**config.mk**
```make
export PLATFORM = sky130hd
export DESIGN_NAME = rr_arbiter8
export DESIGN_NICKNAME = d
export VERILOG_FILES = /design/src/rtl/rr_arbiter8.sv
export SDC_FILE = /design/constraint.sdc
export NUM_CORES = 1
export LEC_CHECK = 0
export ABC_AREA = 0
export CORE_ASPECT_RATIO = 2
export CORE_MARGIN = 8
export CORE_UTILIZATION = 30
export DETAILED_ROUTE_END_ITERATION = 7
export PLACE_DENSITY = 0.55
export SYNTH_ARGS = -nofsm -noshare
export SYNTH_HDL_FRONTEND = slang
export SYNTH_SLANG_ARGS = --single-unit
```
**constraint.sdc**
```tcl
create_clock -name clk -period 6.5 [get_ports clk]
set_clock_uncertainty 0.15 [all_clocks]
set_input_delay 1.625 -clock clk [delete_from_list [all_inputs] [get_ports clk]]
set_output_delay 1.625 -clock clk [all_outputs]
set_load 0.01 [all_outputs]
```
**src/rtl/rr_arbiter8.sv**
```systemverilog
// rr_arbiter8 -- 8-way round-robin arbiter with a bounded hold time.
//
// A requester keeps the grant while it holds its req bit. When it releases,
// or when it has held the grant for MAX_HOLD cycles while someone else waits,
// the grant rotates: the priority pointer moves to one past the old holder and
// the next pending requester is granted on the same edge (no idle gap).
//
// Parameters
//   MAX_HOLD  : max consecutive grant cycles while another requester waits (1..255)
// Ports
//   clk       : in  1  rising-edge clock
//   rst_n     : in  1  asynchronous active-low reset
//   req       : in  8  request vector, bit k = requester k
//   gnt       : out 8  registered one-hot grant, zero when idle
//   gnt_idx   : out 3  index of current holder, zero when idle
//   gnt_valid : out 1  high exactly when gnt is non-zero
module rr_arbiter8 #(
    parameter int MAX_HOLD = 16
) (
    input  logic       clk,
    input  logic       rst_n,
    input  logic [7:0] req,
    output logic [7:0] gnt,
    output logic [2:0] gnt_idx,
    output logic       gnt_valid
);

    localparam logic [0:0] S_IDLE  = 1'b0;
    localparam logic [0:0] S_GRANT = 1'b1;

    localparam logic [7:0] HOLD_LIM = 8'(MAX_HOLD);
    localparam logic [7:0] HOLD_TO  = 8'(MAX_HOLD - 1);

    logic [0:0] r_state;
    logic [2:0] r_ptr;
    logic [2:0] r_idx;
    logic [7:0] r_gnt;
    logic [7:0] r_hold;

    logic [2:0] w_base;
    logic [7:0] w_mask;
    logic [2:0] w_cand;
    logic [2:0] w_sel;
    logic       w_found;
    logic       w_rotate;

    // One search serves both cases: in IDLE it starts at ptr, in GRANT it
    // starts one past the holder (the pointer value after rotation). The
    // holder is masked out; r_gnt is zero in IDLE so the mask is just req.
    always_comb begin
        w_base  = (r_state == S_IDLE) ? r_ptr : r_idx + 3'd1;
        w_mask  = req & ~r_gnt;
        w_cand  = '0;
        w_sel   = '0;
        w_found = 1'b0;
        for (int unsigned i = 0; i < 8; i++) begin
            w_cand = w_base + 3'(i);
            if (!w_found && w_mask[w_cand]) begin
                w_found = 1'b1;
                w_sel   = w_cand;
            end
        end
    end

    // Rotate on release, or on timeout only when another requester is waiting;
    // with nobody waiting a timed-out holder keeps the grant.
    always_comb begin
        w_rotate = !req[r_idx] || ((r_hold >= HOLD_TO) && w_found);
    end

    always_ff @(posedge clk or negedge rst_n) begin
        if (!rst_n) begin
            r_state <= S_IDLE;
            r_ptr   <= '0;
            r_idx   <= '0;
            r_gnt   <= '0;
            r_hold  <= '0;
        end else begin
            case (r_state)
                S_IDLE: begin
                    if (w_found) begin
                        r_state <= S_GRANT;
                        r_idx   <= w_sel;
                        r_gnt   <= 8'b1 << w_sel;
                        r_hold  <= '0;
                    end
                end
                default: begin
                    if (w_rotate) begin
                        r_ptr <= r_idx + 3'd1;
                        if (w_found) begin
                            r_idx  <= w_sel;
                            r_gnt  <= 8'b1 << w_sel;
                            r_hold <= '0;
                        end else begin
                            r_state <= S_IDLE;
                            r_idx   <= '0;
                            r_gnt   <= '0;
                            r_hold  <= '0;
                        end
                    end else if (r_hold < HOLD_LIM) begin
                        r_hold <= r_hold + 8'd1;
                    end
                end
            endcase
        end
    end

    assign gnt       = r_gnt;
    assign gnt_idx   = r_idx;
    assign gnt_valid = (r_state == S_GRANT);

endmodule

```
Word level (Yosys, flattened, before mapping) --
Cells that the tools add are included.
Storage, ports and cells: logic and storage cells 101, register bits 23, input port bits 10
Operators by class: reductions and logical operators 21, shifts and indexed selects 1, muxes and demuxes 50, eq/ne operators 2, add/sub/neg operators 9, bitwise gates (word level) 2, order comparisons 11
Operator list (count):
- $mux W8 | 8
- $mux W3 | 13
- $lt A3 B4 Y1 const B | 9
- $bmux W1 S3 | 9
- $mux W1 | 20
- $add A3 B3 Y3 const B | 4
- $add A8 B1 Y8 const B | 1
- $and A8 B8 Y8 | 1
- $ge A8 B4 Y1 const B | 1
- $logic_and A1 B1 Y1 | 8
- $logic_not A1 Y1 | 8
- $lt A8 B5 Y1 const B | 1
- $not A8 Y8 | 1
- $shl A1 B3 Y8 const A | 1
- $add A3 B1 Y3 const B | 2
- $add A3 B2 Y3 const B | 2
- $reduce_and A2 Y1 | 3
- $ne A3 B1 Y1 const B | 1
- $ne A2 B1 Y1 const B | 1
- $reduce_bool A2 Y1 | 1
- $logic_or A1 B1 Y1 | 1

Longest topological paths before layout --
Gate-level depths: netlist (run 1).
word-level depth 30, depth in mapped cells 18

Least setup slack after synthesis (run 1) --
No wires, ideal clock.
kind register to register, from reg r_idx[0], in the netlist gnt_idx[0], to reg r_ptr[1], data required time 6.222 ns, cell stages (with the launch flop) 17, arrival 4.163 ns, setup time 0.128 ns, path slack 2.060 ns, path through dfrtp_1 ha_1 mux2_2 clkbuf_1 ha_1 buf_2 nor3b_1 a2111oi_0 or2_1 buf_2 o2111a_1 o311ai_4 or4_1 buf_6 o21a_1 o21ai_2 mux2_1
On the way: cells in the longest elaborated chain, start to end 29, elaborated cells between the ends (all ways) 53, those cells by class 8 x add/sub; 27 x mux; 18 x reduce/logical
Ends and longest elaborated chain:
- start: declaration | line 36 | logic [2:0] r_idx;
- start signal: assignment | line 83 | r_idx <= w_sel;
- start signal: assignment | line 92 | r_idx <= w_sel;
- parallel branches: the longest is 29 deep, another holds $add A3 B1 Y3
- end signal: assignment | line 90 | r_ptr <= r_idx + 3'd1;
- end: declaration | line 35 | logic [2:0] r_ptr;
Several ways; the timed one is not identified. The select of a mux whose other input is x is not followed. A chain may end at the register's enable or synchronous reset.

Worst setup path in the final report (run 1) --
Ends and elaborated chain as after synthesis.

==> load_flow_metrics.sql, run 1 <==
INSERT INTO impl_metrics (metric_group, metric, value, unit) VALUES
('sta', 'slew-limit-headroom', '32.7', '%'),
('drt', 'dr_total_vias', '2257', ''),
('sta', 'achievable-frequency', '0.187', 'GHz'),
('clock_tree', 'clk_transition_reported_paths', '0.06', 'ns'),
('drt', 'vias_per_cell', '6.08', ''),
('sta', 'maxSlewViolCount', '0', ''),
('place', 'place.detailed.instances', '367', ''),
('synthesis', 'synth.avg_cell_area', '8.63', 'µm²'),
('grt', 'grt_antenna_before_repair', '0', ''),
('clock_tree', 'clock_latency', '0.25', 'ns'),
('synthesis', 'synth.yosys.seq_area_share', '25.4', '%'),
('synthesis', 'postSynthCellCount', '263', ''),
('status', 'run_status', 'complete, no violations', ''),
('clock_tree', 'cts-htree-levels', '1', ''),
('sta', 'hold_ws', '0.339', 'ns'),
('layout', 'filler_cell_count', '765', ''),
('layout', 'finalNetCount', '292', ''),
('synthesis', 'synth_fa_ha_area_share', '2.21', '%'),
('synthesis', 'synth_seq_cells', '23', ''),
('drt', 'postRouteWirelength', '6.63', 'mm'),
('setup_path', 'timing_worst_setup_path_type', 'flop to flop', ''),
('layout', 'layout_commonest_cell', 'sky130_fd_sc_hd__dfrtp_1', ''),
('clock_tree', 'clock_tree.buffer_depth', '2', ''),
('sta', 'finalCriticalPeriod', '5.36', 'ns'),
('clock_tree', 'cts-resized-gates', '0', ''),
('grt', 'global_route_wire_length_before_repair', '11.2', 'mm'),
('place', 'gp_congestion', '0.885', ''),
('setup_path', 'crit_path_top_delay_cell', 'sky130_fd_sc_hd__a2111oi_0', ''),
('synthesis', 'synth_edf_count', '0', ''),
('floorplan', 'ios', '22', ''),
('sta', 'timing.final.crit_share', '82.4', '%'),
('hold_path', 'min-delay-path-class', 'flop to flop', ''),
('drt', 'drt-pass1-iter-count', '4', ''),
('sta', 'fin_tns_setup', '0', 'ns'),
('layout', 'final_layout_size_suffix_gt1_share', '11.2', '%'),
('drt', 'dr.first_iter.drc_count', '260', ''),
('setup_path', 'worst_ep_arrival_time', '5.34', 'ns'),
('synthesis', 'synth_warnings', '0', ''),
('setup_path', 'critPathMaxStageDelay', '0.74', 'ns'),
('synthesis', 'synth_compound_area_share', '33.9', '%'),
('clock_tree', 'clk_root_buffer_cell', 'sky130_fd_sc_hd__clkbuf_16', ''),
('place', 'numPortBuffers', '21', ''),
('synthesis', 'synth_top_family_by_area', 'compound AO/OA/AOI/OAI gates', ''),
('clock_tree', 'clock-sinks', '23', ''),
('setup_path', 'timing.critical_path.cells', 'nor2b_2 -> nor2_2 -> inv_1 -> ha_1 -> nor3b_1 -> a2111oi_0 -> or2_1 -> o2111a_1 -> o311ai_4 -> or4_1 -> o21a_1 -> o21ai_2 -> mux2_1', ''),
('clock_tree', 'clock_tree_from_tritoncts', 'yes', ''),
('drt', 'wl_per_cell', '17.9', 'µm'),
('layout', 'layout.cells.most_common_list', '23 x sky130_fd_sc_hd__dfrtp_1, 21 x sky130_fd_sc_hd__clkdlybuf4s50_1, 14 x sky130_fd_sc_hd__a21oi_1', ''),
('setup_path', 'crit_family', 'compound AO/OA/AOI/OAI gates', ''),
('sta', 'grt_setup_unrepaired', 'no', ''),
('sta', 'worstMarginPinSlew', '1.01', 'ns'),
('synthesis', 'synth_nets', '277', ''),
('clock_tree', 'postCtsSetupRepairBufs', '0', ''),
('synthesis', 'synth_async_sr_flop_share', '100', '%'),
('layout', 'layoutNonFillerInstCount', '371', ''),
('layout', 'layout.core_utilization', '34.9', '%'),
('synthesis', 'synth-xor-area-share', '1.88', '%'),
('sta', 'hold_viol', '0', ''),
('run', 'max_cap_viol_count', '0', ''),
('grt', 'via_count_of_the_first_global_routing_pass', '2200', ''),
('synthesis', 'yosys.area.top_type_share', '25.4', '%'),
('setup_path', 'path_buf_inv', '1', ''),
('sta', 'finalSetupViolations', '0', ''),
('place', 'detailed_placement_wirelength_estimate', '5.08', 'mm'),
('floorplan', 'core_area', '7490', 'µm²'),
('synthesis', 'ys_top_cells_by_area', 'sky130_fd_sc_hd__dfrtp_1 25%, sky130_fd_sc_hd__a211oi_1 4.0%, sky130_fd_sc_hd__mux2i_1 3.5%, sky130_fd_sc_hd__a21oi_1 3.1%, sky130_fd_sc_hd__nand3_1 2.9%', ''),
('synthesis', 'synthSimpleGateAreaFrac', '24.1', '%'),
('clock_tree', 'cts_hold_buffers', '0', ''),
('setup_path', 'setup.worst_path.start_class', 'flop', ''),
('grt', 'globalRoute.totalOverflow', '0', ''),
('synthesis', 'synthMuxAreaShare', '7.50', '%');
==> state kept, by name, summed over array words and instances, names as in the netlist <==
register	count
r_hold	8
gnt	8
gnt_valid	1
r_ptr	3
gnt_idx	3
==> worst paths after layout <==
kind,end,slack (ns),cells past startpoint,startpoint
worst max-delay path,r_ptr[1],1.14,13,gnt_idx[0]
worst min-delay path,r_ptr[1],0.34,1,r_ptr[1]
worst max register to register,r_ptr[1],1.14,13,gnt_idx[0]
worst min register to register,r_ptr[1],0.34,1,r_ptr[1]
max in group asynchronous,r_hold[2],3.81,1,rst_n
min in group asynchronous,r_ptr[0],1.78,1,rst_n
==> final cells by class <==
class | instances | area, µm² | share of cell area, %
clock inverters | 1 | 5.00 | 0.191
inverters | 12 | 45.0 | 1.72
clock buffers | 3 | 75.1 | 2.87
multi-input cells | 216 | 1580 | 60.4
flip-flops and latches | 23 | 576 | 22.0
well taps | 94 | 118 | 4.50
repair buffers | 22 | 218 | 8.33
==> synthesized netlist by cell type, types with 5 or more instances <==
| master | number |
|---|---|
| sky130_fd_sc_hd__a21oi_1 | 14 |
| sky130_fd_sc_hd__nor4_1 | 7 |
| sky130_fd_sc_hd__a21o_1 | 6 |
| sky130_fd_sc_hd__dfrtp_1 | 23 |
| sky130_fd_sc_hd__clkbuf_1 | 5 |
| sky130_fd_sc_hd__nor2_1 | 13 |
| sky130_fd_sc_hd__or3_1 | 6 |
| sky130_fd_sc_hd__o21ai_0 | 11 |
| sky130_fd_sc_hd__nand3_1 | 13 |
| sky130_fd_sc_hd__inv_1 | 11 |
| sky130_fd_sc_hd__mux2i_1 | 8 |
| sky130_fd_sc_hd__nor3_1 | 9 |
| sky130_fd_sc_hd__a32o_1 | 5 |
| sky130_fd_sc_hd__a2111oi_0 | 6 |
| sky130_fd_sc_hd__nand2_1 | 9 |
| sky130_fd_sc_hd__nand2b_1 | 8 |
| sky130_fd_sc_hd__o31ai_1 | 5 |
| sky130_fd_sc_hd__nor2b_1 | 5 |
| sky130_fd_sc_hd__a211oi_1 | 12 |
==> stage by stage <==
stage               instance area [µm²]  setup slack, ns
floorplan                          2270             2.06
global placement                   2530             1.08
detailed placement                 2530             1.02
CTS                                2620             1.19
global route                       2620            0.744
finish                             2620             1.14
==> routing by layer <==
layer	track usage, %	vias up	wire (µm)
li1	-	1073	-
met1	16.8	1098	3120
met2	19.1	78	3060
met3	2.27	8	343
met4	3.21	0	102
met5	0	-	0
==> cell families after synthesis <==
family                     count (synthesis)
AOI/OAI and AO/OA                         98
xor gates and xnor gates                   4
adders and majority gates                  4
buffers and inverters                     24
DFF                                       23
muxes                                     14
and+or+nand+nor                           96
Power of run 1 is not shown: default switching activity piles up to over one toggle a cycle in this logic, so the estimate is an artifact.
==> run 2: changes to the inputs <==
clock period = 4.99 ns   (was 6.5 ns; I/O delays follow)
==> load_flow_metrics.sql, run 2 (synthesis gave the netlist of run 1 again) <==
INSERT INTO impl_metrics (metric_group, metric, value, unit) VALUES
('status', 'run_status', 'complete, no violations', ''),
('drt', 'dr_total_vias', '2321', ''),
('place', 'gp_congestion', '0.856', ''),
('sta', 'grt_setup_unrepaired', 'no', ''),
('hold_path', 'hold_depth', '1', ''),
('layout', 'synthToLayoutAreaGrowth', '21.2', '%'),
('clock_tree', 'clock_latency', '0.26', 'ns'),
('clock_tree', 'clock_tree_from_tritoncts', 'yes', ''),
('floorplan', 'die-area', '10800', 'µm²'),
('setup_path', 'worst-r2r-setup-slack', '0.32', 'ns'),
('grt', 'grt_max_degree', '24', ''),
('floorplan', 'initial_core_util', '30.3', '%'),
('hold_path', 'sink_of_the_worst_hold_path', 'r_ptr[1]', ''),
('floorplan', 'core_area', '7490', 'µm²'),
('place', 'detailed_placement_wirelength_estimate', '5.62', 'mm'),
('layout', 'antennaDiodeCount', '0', ''),
('clock_tree', 'clock-sinks', '23', ''),
('grt', 'grt_antenna_before_repair', '0', ''),
('clock_tree', 'cts-htree-levels', '1', ''),
('clock_tree', 'clock_tree.buffer_depth', '2', ''),
('floorplan', 'ios', '22', ''),
('clock_tree', 'postCtsSetupRepairBufs', '0', ''),
('sta', 'maxSlewViolCount', '0', ''),
('sta', 'slew-limit-headroom', '31.4', '%'),
('drt', 'dr.first_iter.drc_count', '356', ''),
('sta', 'fin_tns_setup', '0', 'ns'),
('drt', 'drcViolationCount', '0', ''),
('clock_tree', 'clk_transition_reported_paths', '0.06', 'ns'),
('sta', 'hold_viol', '0', ''),
('floorplan', 'floorplan.die.height', '139', 'µm'),
('layout', 'finalNetCount', '310', ''),
('clock_tree', 'cts_hold_buffers', '0', ''),
('setup_path', 'worstPathRequired', '5.03', 'ns'),
('setup_path', 'timing_worst_setup_path_type', 'flop to flop', ''),
('setup_path', 'worst_ep_arrival_time', '4.71', 'ns'),
('layout', 'final_layout_size_suffix_gt1_share', '16.3', '%'),
('sta', 'worstMarginPinSlew', '1.03', 'ns'),
('floorplan', 'placement_rows', '45', ''),
('clock_tree', 'cts_inserted_buffers', '3', ''),
('setup_path', 'setup.worst_path.start_class', 'flop', ''),
('clock_tree', 'clk_root_buffer_cell', 'sky130_fd_sc_hd__clkbuf_16', ''),
('layout', 'layout_commonest_cell', 'sky130_fd_sc_hd__dfrtp_1', ''),
('sta', 'timing.final.crit_share', '93.6', '%'),
('setup_path', 'timing.critical_path.to_type', 'flop', ''),
('setup_path', 'cells_on_worst_reg2reg_path', '14', ''),
('drt', 'final_antenna_net_count', '0', ''),
('layout', 'layout.cells.most_common_list', '23 x sky130_fd_sc_hd__dfrtp_1, 21 x sky130_fd_sc_hd__clkdlybuf4s50_1, 19 x sky130_fd_sc_hd__buf_4', ''),
('setup_path', 'rr_startpoint', 'gnt_valid', ''),
('hold_path', 'min-delay-path-class', 'flop to flop', ''),
('grt', 'globalRoute.totalOverflow', '0', ''),
('place', 'numPortBuffers', '21', ''),
('grt', 'global_route_wire_length_before_repair', '12.1', 'mm'),
('run', 'max_cap_viol_count', '0', ''),
('sta', 'achievable-frequency', '0.214', 'GHz'),
('floorplan', 'die_w', '77.5', 'µm'),
('drt', 'wl_per_cell', '18.5', 'µm'),
('grt', 'grt_total_usage', '13.6', '%'),
('drt', 'postRouteWirelength', '7.21', 'mm'),
('drt', 'drt-pass1-iter-count', '4', ''),
('sta', 'finalSetupViolations', '0', ''),
('drt', 'vias_per_cell', '5.97', ''),
('grt', 'via_count_of_the_first_global_routing_pass', '2342', ''),
('sta', 'finalCriticalPeriod', '4.67', 'ns'),
('setup_path', 'regToRegEndpoint', 'gnt[6]', ''),
('setup_path', 'critical_path.max_fanout', '11', ''),
('hold_path', 'hp-start', 'r_ptr[1]', '');
==> run 2: cell count changes in the layout (fill, tap and decap cells not counted), sizes merged <==
cell and change:
clkinv -1, buf +18, clkbuf +1
==> run 2: area by class of cell <==
type                       instances  area [µm²]
clock buffer                       4        78.8
fill                             772        4740
inverter                          12        45.0
multi-input combinational        216        1580
sequential                        23         576
tap                               94         118
timing repair buffer              40         353
==> run 2: stage by stage <==
stage	hold WS (ns)	cell area, µm²	cells	utilization, %	setup WS [ns]
finish	0.348	2750	389	36.7	0.321
CTS	0.351	2750	389	36.7	0.198
global route	0.375	2750	389	36.7	0.00619
floorplan	0.310	2270	263	-	0.550
detailed placement	0.337	2670	385	35.7	0.155
global placement	0.324	2670	385	35.7	0.191
==> run 2: how the worst max path moves through the flow <==
stage | slack (ns) | startpoint | end
after detailed placement | 0.15 | req[1] | gnt[6]
after global routing | 0.006 | gnt_valid | gnt[4]
after global placement | 0.19 | req[1] | gnt[4]
after floorplan | 0.55 | gnt_idx[0] | r_ptr[1]
final | 0.32 | gnt_valid | gnt[6]
after CTS | 0.20 | gnt_valid | gnt[6]
==> run 2: repair_timing <==
action,CTS,global route
gates resized for setup,0,1
setup endpoints to repair,0,9
hold endpoints to repair,0,0
==> run 2: routing by layer <==
layer  part of all wire [%]  up-vias  track usage, %
met2                     46       75            21.3
met4                    1.8        0            4.11
met5                      0        -               0
met1                     46     1127            18.1
li1                       -     1106               -
met3                    5.5       13            2.79
==> run 2: critical path, cell delays in order (launching register included) <==
cell and delay, ns:
sky130_fd_sc_hd__dfrtp_1 0.59, sky130_fd_sc_hd__nor2b_2 0.40, sky130_fd_sc_hd__nor2_2 0.08, sky130_fd_sc_hd__inv_1 0.19, sky130_fd_sc_hd__ha_1 0.36, sky130_fd_sc_hd__buf_4 0.19
sky130_fd_sc_hd__or3b_2 0.43, sky130_fd_sc_hd__a22oi_1 0.25, sky130_fd_sc_hd__nor2_1 0.13, sky130_fd_sc_hd__o2111a_1 0.21, sky130_fd_sc_hd__o311ai_4 0.41, sky130_fd_sc_hd__nor3_1 0.10
sky130_fd_sc_hd__a2111oi_1 0.55, sky130_fd_sc_hd__or2_0 0.33, sky130_fd_sc_hd__a32o_1 0.23
Power of run 2 is left out for the same reason.
==> run 3: changes to the inputs <==
--- a/config.mk
+++ b/config.mk
@@ -12,2 +12,3 @@
 export DETAILED_ROUTE_END_ITERATION = 7
+export GPL_ROUTABILITY_DRIVEN = 0
 export PLACE_DENSITY = 0.55
--- a/constraint.sdc
+++ b/constraint.sdc
@@ -4,2 +4,2 @@
 set_output_delay 1.2475 -clock clk [all_outputs]
-set_load 0.01 [all_outputs]
+set_load 0.02 [all_outputs]
==> load_flow_metrics.sql, run 3 (synthesis gave the netlist of run 1 again) <==
INSERT INTO impl_metrics (metric_group, metric, value, unit) VALUES
('setup_path', 'setup.worst_path.start_class', 'input port', ''),
('grt', 'grt_total_usage', '13.2', '%'),
('layout', 'filler_cell_count', '748', ''),
('drt', 'drcViolationCount', '0', ''),
('floorplan', 'floorplan.die.height', '139', 'µm'),
('sta', 'grt_setup_unrepaired', 'no', ''),
('floorplan', 'initial_core_util', '30.3', '%'),
('drt', 'drt-pass1-iter-count', '4', ''),
('grt', 'grt_max_degree', '24', ''),
('setup_path', 'worst_ep_arrival_time', '4.61', 'ns'),
('clock_tree', 'cts_hold_buffers', '0', ''),
('layout', 'layout.cells.most_common_list', '23 x sky130_fd_sc_hd__dfrtp_1, 21 x sky130_fd_sc_hd__clkdlybuf4s50_1, 19 x sky130_fd_sc_hd__buf_4', ''),
('layout', 'finalNetCount', '310', ''),
('setup_path', 'worstSetupStartpoint', 'req[1]', ''),
('drt', 'dr.first_iter.drc_count', '287', ''),
('floorplan', 'ios', '22', ''),
('layout', 'layoutNonFillerInstCount', '389', ''),
('setup_path', 'critical_path.max_fanout', '6', ''),
('sta', 'finalCriticalPeriod', '4.57', 'ns'),
('drt', 'dr_total_vias', '2284', ''),
('floorplan', 'core_area', '7490', 'µm²'),
('place', 'numPortBuffers', '21', ''),
('drt', 'vias_per_cell', '5.87', ''),
('floorplan', 'die_w', '77.5', 'µm'),
('grt', 'via_count_of_the_first_global_routing_pass', '2280', ''),
('clock_tree', 'clock_latency', '0.26', 'ns'),
('hold_path', 'hold_depth', '1', ''),
('sta', 'achievable-frequency', '0.219', 'GHz'),
('sta', 'worstMarginPinSlew', '0.996', 'ns'),
('drt', 'postRouteWirelength', '7.00', 'mm'),
('grt', 'global_route_wire_length_before_repair', '11.8', 'mm'),
('clock_tree', 'clk_transition_reported_paths', '0.06', 'ns'),
('setup_path', 'regToRegEndpoint', 'gnt[4]', ''),
('setup_path', 'worst-r2r-setup-slack', '0.48', 'ns'),
('setup_path', 'rr_startpoint', 'gnt_valid', ''),
('clock_tree', 'cts_inserted_buffers', '3', ''),
('setup_path', 'cells_on_worst_reg2reg_path', '13', ''),
('clock_tree', 'clk_root_buffer_cell', 'sky130_fd_sc_hd__clkbuf_16', ''),
('floorplan', 'die-area', '10800', 'µm²'),
('sta', 'finalWorstSetupSlack', '0.421', 'ns'),
('setup_path', 'timing.critical_path.cells', 'clkdlybuf4s50_1 -> nand2b_1 -> a21oi_1 -> a211oi_1 -> or2_2 -> mux2i_1 -> buf_4 -> or4_1 -> a211o_1 -> o21ai_0 -> a32o_1', ''),
('setup_path', 'crit_family', 'compound AO/OA/AOI/OAI gates', ''),
('layout', 'antennaDiodeCount', '0', ''),
('sta', 'fin_tns_setup', '0', 'ns'),
('place', 'place.detailed.instances', '385', ''),
('place', 'pre_cts_slack', '0.231', 'ns'),
('hold_path', 'sink_of_the_worst_hold_path', 'r_hold[4]', ''),
('clock_tree', 'clock_tree.buffer_depth', '2', ''),
('setup_path', 'timing_worst_setup_path_type', 'input port to flop', ''),
('clock_tree', 'cts-htree-levels', '1', ''),
('hold_path', 'hp-start', 'r_hold[4]', ''),
('clock_tree', 'postCtsSetupRepairBufs', '0', ''),
('layout', 'seq_area', '576', 'µm²'),
('setup_path', 'crit_path_top_delay_cell', 'sky130_fd_sc_hd__or4_1', ''),
('grt', 'grt_antenna_before_repair', '0', ''),
('clock_tree', 'clock_tree_from_tritoncts', 'yes', ''),
('hold_path', 'min-delay-path-class', 'flop to flop', ''),
('run', 'max_cap_viol_count', '0', ''),
('sta', 'timing.final.crit_share', '91.6', '%'),
('sta', 'hold_viol', '0', ''),
('place', 'detailed_placement_wirelength_estimate', '5.49', 'mm'),
('clock_tree', 'clock-sinks', '23', ''),
('drt', 'wl_per_cell', '18.0', 'µm'),
('layout', 'footprint_of_the_multi_input_gates', '1580', 'µm²'),
('layout', 'layout_commonest_cell', 'sky130_fd_sc_hd__dfrtp_1', ''),
('floorplan', 'placement_rows', '45', ''),
('setup_path', 'timing.critical_path.to_type', 'flop', ''),
('drt', 'final_antenna_net_count', '0', ''),
('sta', 'finalSetupViolations', '0', ''),
('layout', 'synthToLayoutAreaGrowth', '21.3', '%'),
('layout', 'final_layout_size_suffix_gt1_share', '16.6', '%'),
('layout', 'layout.core_utilization', '36.8', '%'),
('setup_path', 'worstPathRequired', '5.03', 'ns'),
('sta', 'maxSlewViolCount', '0', ''),
('sta', 'slew-limit-headroom', '33.4', '%'),
('setup_path', 'path_buf_inv', '2', ''),
('setup_path', 'critPathMaxStageDelay', '0.71', 'ns'),
('status', 'run_status', 'complete, no violations', ''),
('clock_tree', 'cts-resized-gates', '0', ''),
('grt', 'globalRoute.totalOverflow', '0', '');
[run 3: changes by cell type in the layout (fill, tap and decap cells not counted)]
cell,change
sky130_fd_sc_hd__clkbuf_1,-1
sky130_fd_sc_hd__a2111oi_1,-1
sky130_fd_sc_hd__a2111oi_0,+1
sky130_fd_sc_hd__clkinvlp_4,+1
[run 3: worst max path at each step]
| stage | slack [ns] | endpoint | depth (start not counted) |
|---|---|---|---|
| after floorplan | 0.49 | r_ptr[1] | 16 |
| after global placement | 0.17 | gnt[5] | 10 |
| after detailed placement | 0.23 | gnt[4] | 10 |
| after CTS | 0.48 | r_ptr[1] | 11 |
| after global routing | 0.05 | gnt[6] | 13 |
| final | 0.42 | gnt[4] | 11 |
[run 3: layer usage]
layer,up-vias,wire (µm),GRT usage [%]
met5,-,0,0
met4,0,137,3.71
met3,13,528,3.12
met2,86,3200,20.3
met1,1076,3140,17.8
li1,1109,-,-
[run 3: worst reg2reg max path, stage by stage, from the launching register on]
cell                        delay (ns)
sky130_fd_sc_hd__dfrtp_1          0.51
sky130_fd_sc_hd__nor2b_2          0.34
sky130_fd_sc_hd__nor2_2           0.07
sky130_fd_sc_hd__inv_1            0.20
sky130_fd_sc_hd__ha_1             0.35
sky130_fd_sc_hd__or3b_2           0.47
sky130_fd_sc_hd__a211oi_1         0.31
sky130_fd_sc_hd__nor2_1           0.18
sky130_fd_sc_hd__o2111a_1         0.23
sky130_fd_sc_hd__o311ai_4         0.40
sky130_fd_sc_hd__nor4_1           0.13
sky130_fd_sc_hd__a2111oi_0        0.55
sky130_fd_sc_hd__or2_0            0.34
sky130_fd_sc_hd__a32o_1           0.22
[run 3: final cells by class]
class	instances	share of cell area, %
clock buffers	3	2.73
clock inverters	1	0.273
inverters	12	1.64
multi-input cells	216	57.4
flip-flops and latches	23	20.9
well taps	94	4.27
repair buffers	40	12.8
[run 3: through the flow]
stage	hold WS, ns	area, µm²
2_1_floorplan	0.310	2270
3_3_place_gp	0.324	2670
3_5_place_dp	0.336	2670
4_1_cts	0.351	2750
5_1_grt	0.360	2750
6_report	0.349	2750
Power of run 3 is left out for the same reason.
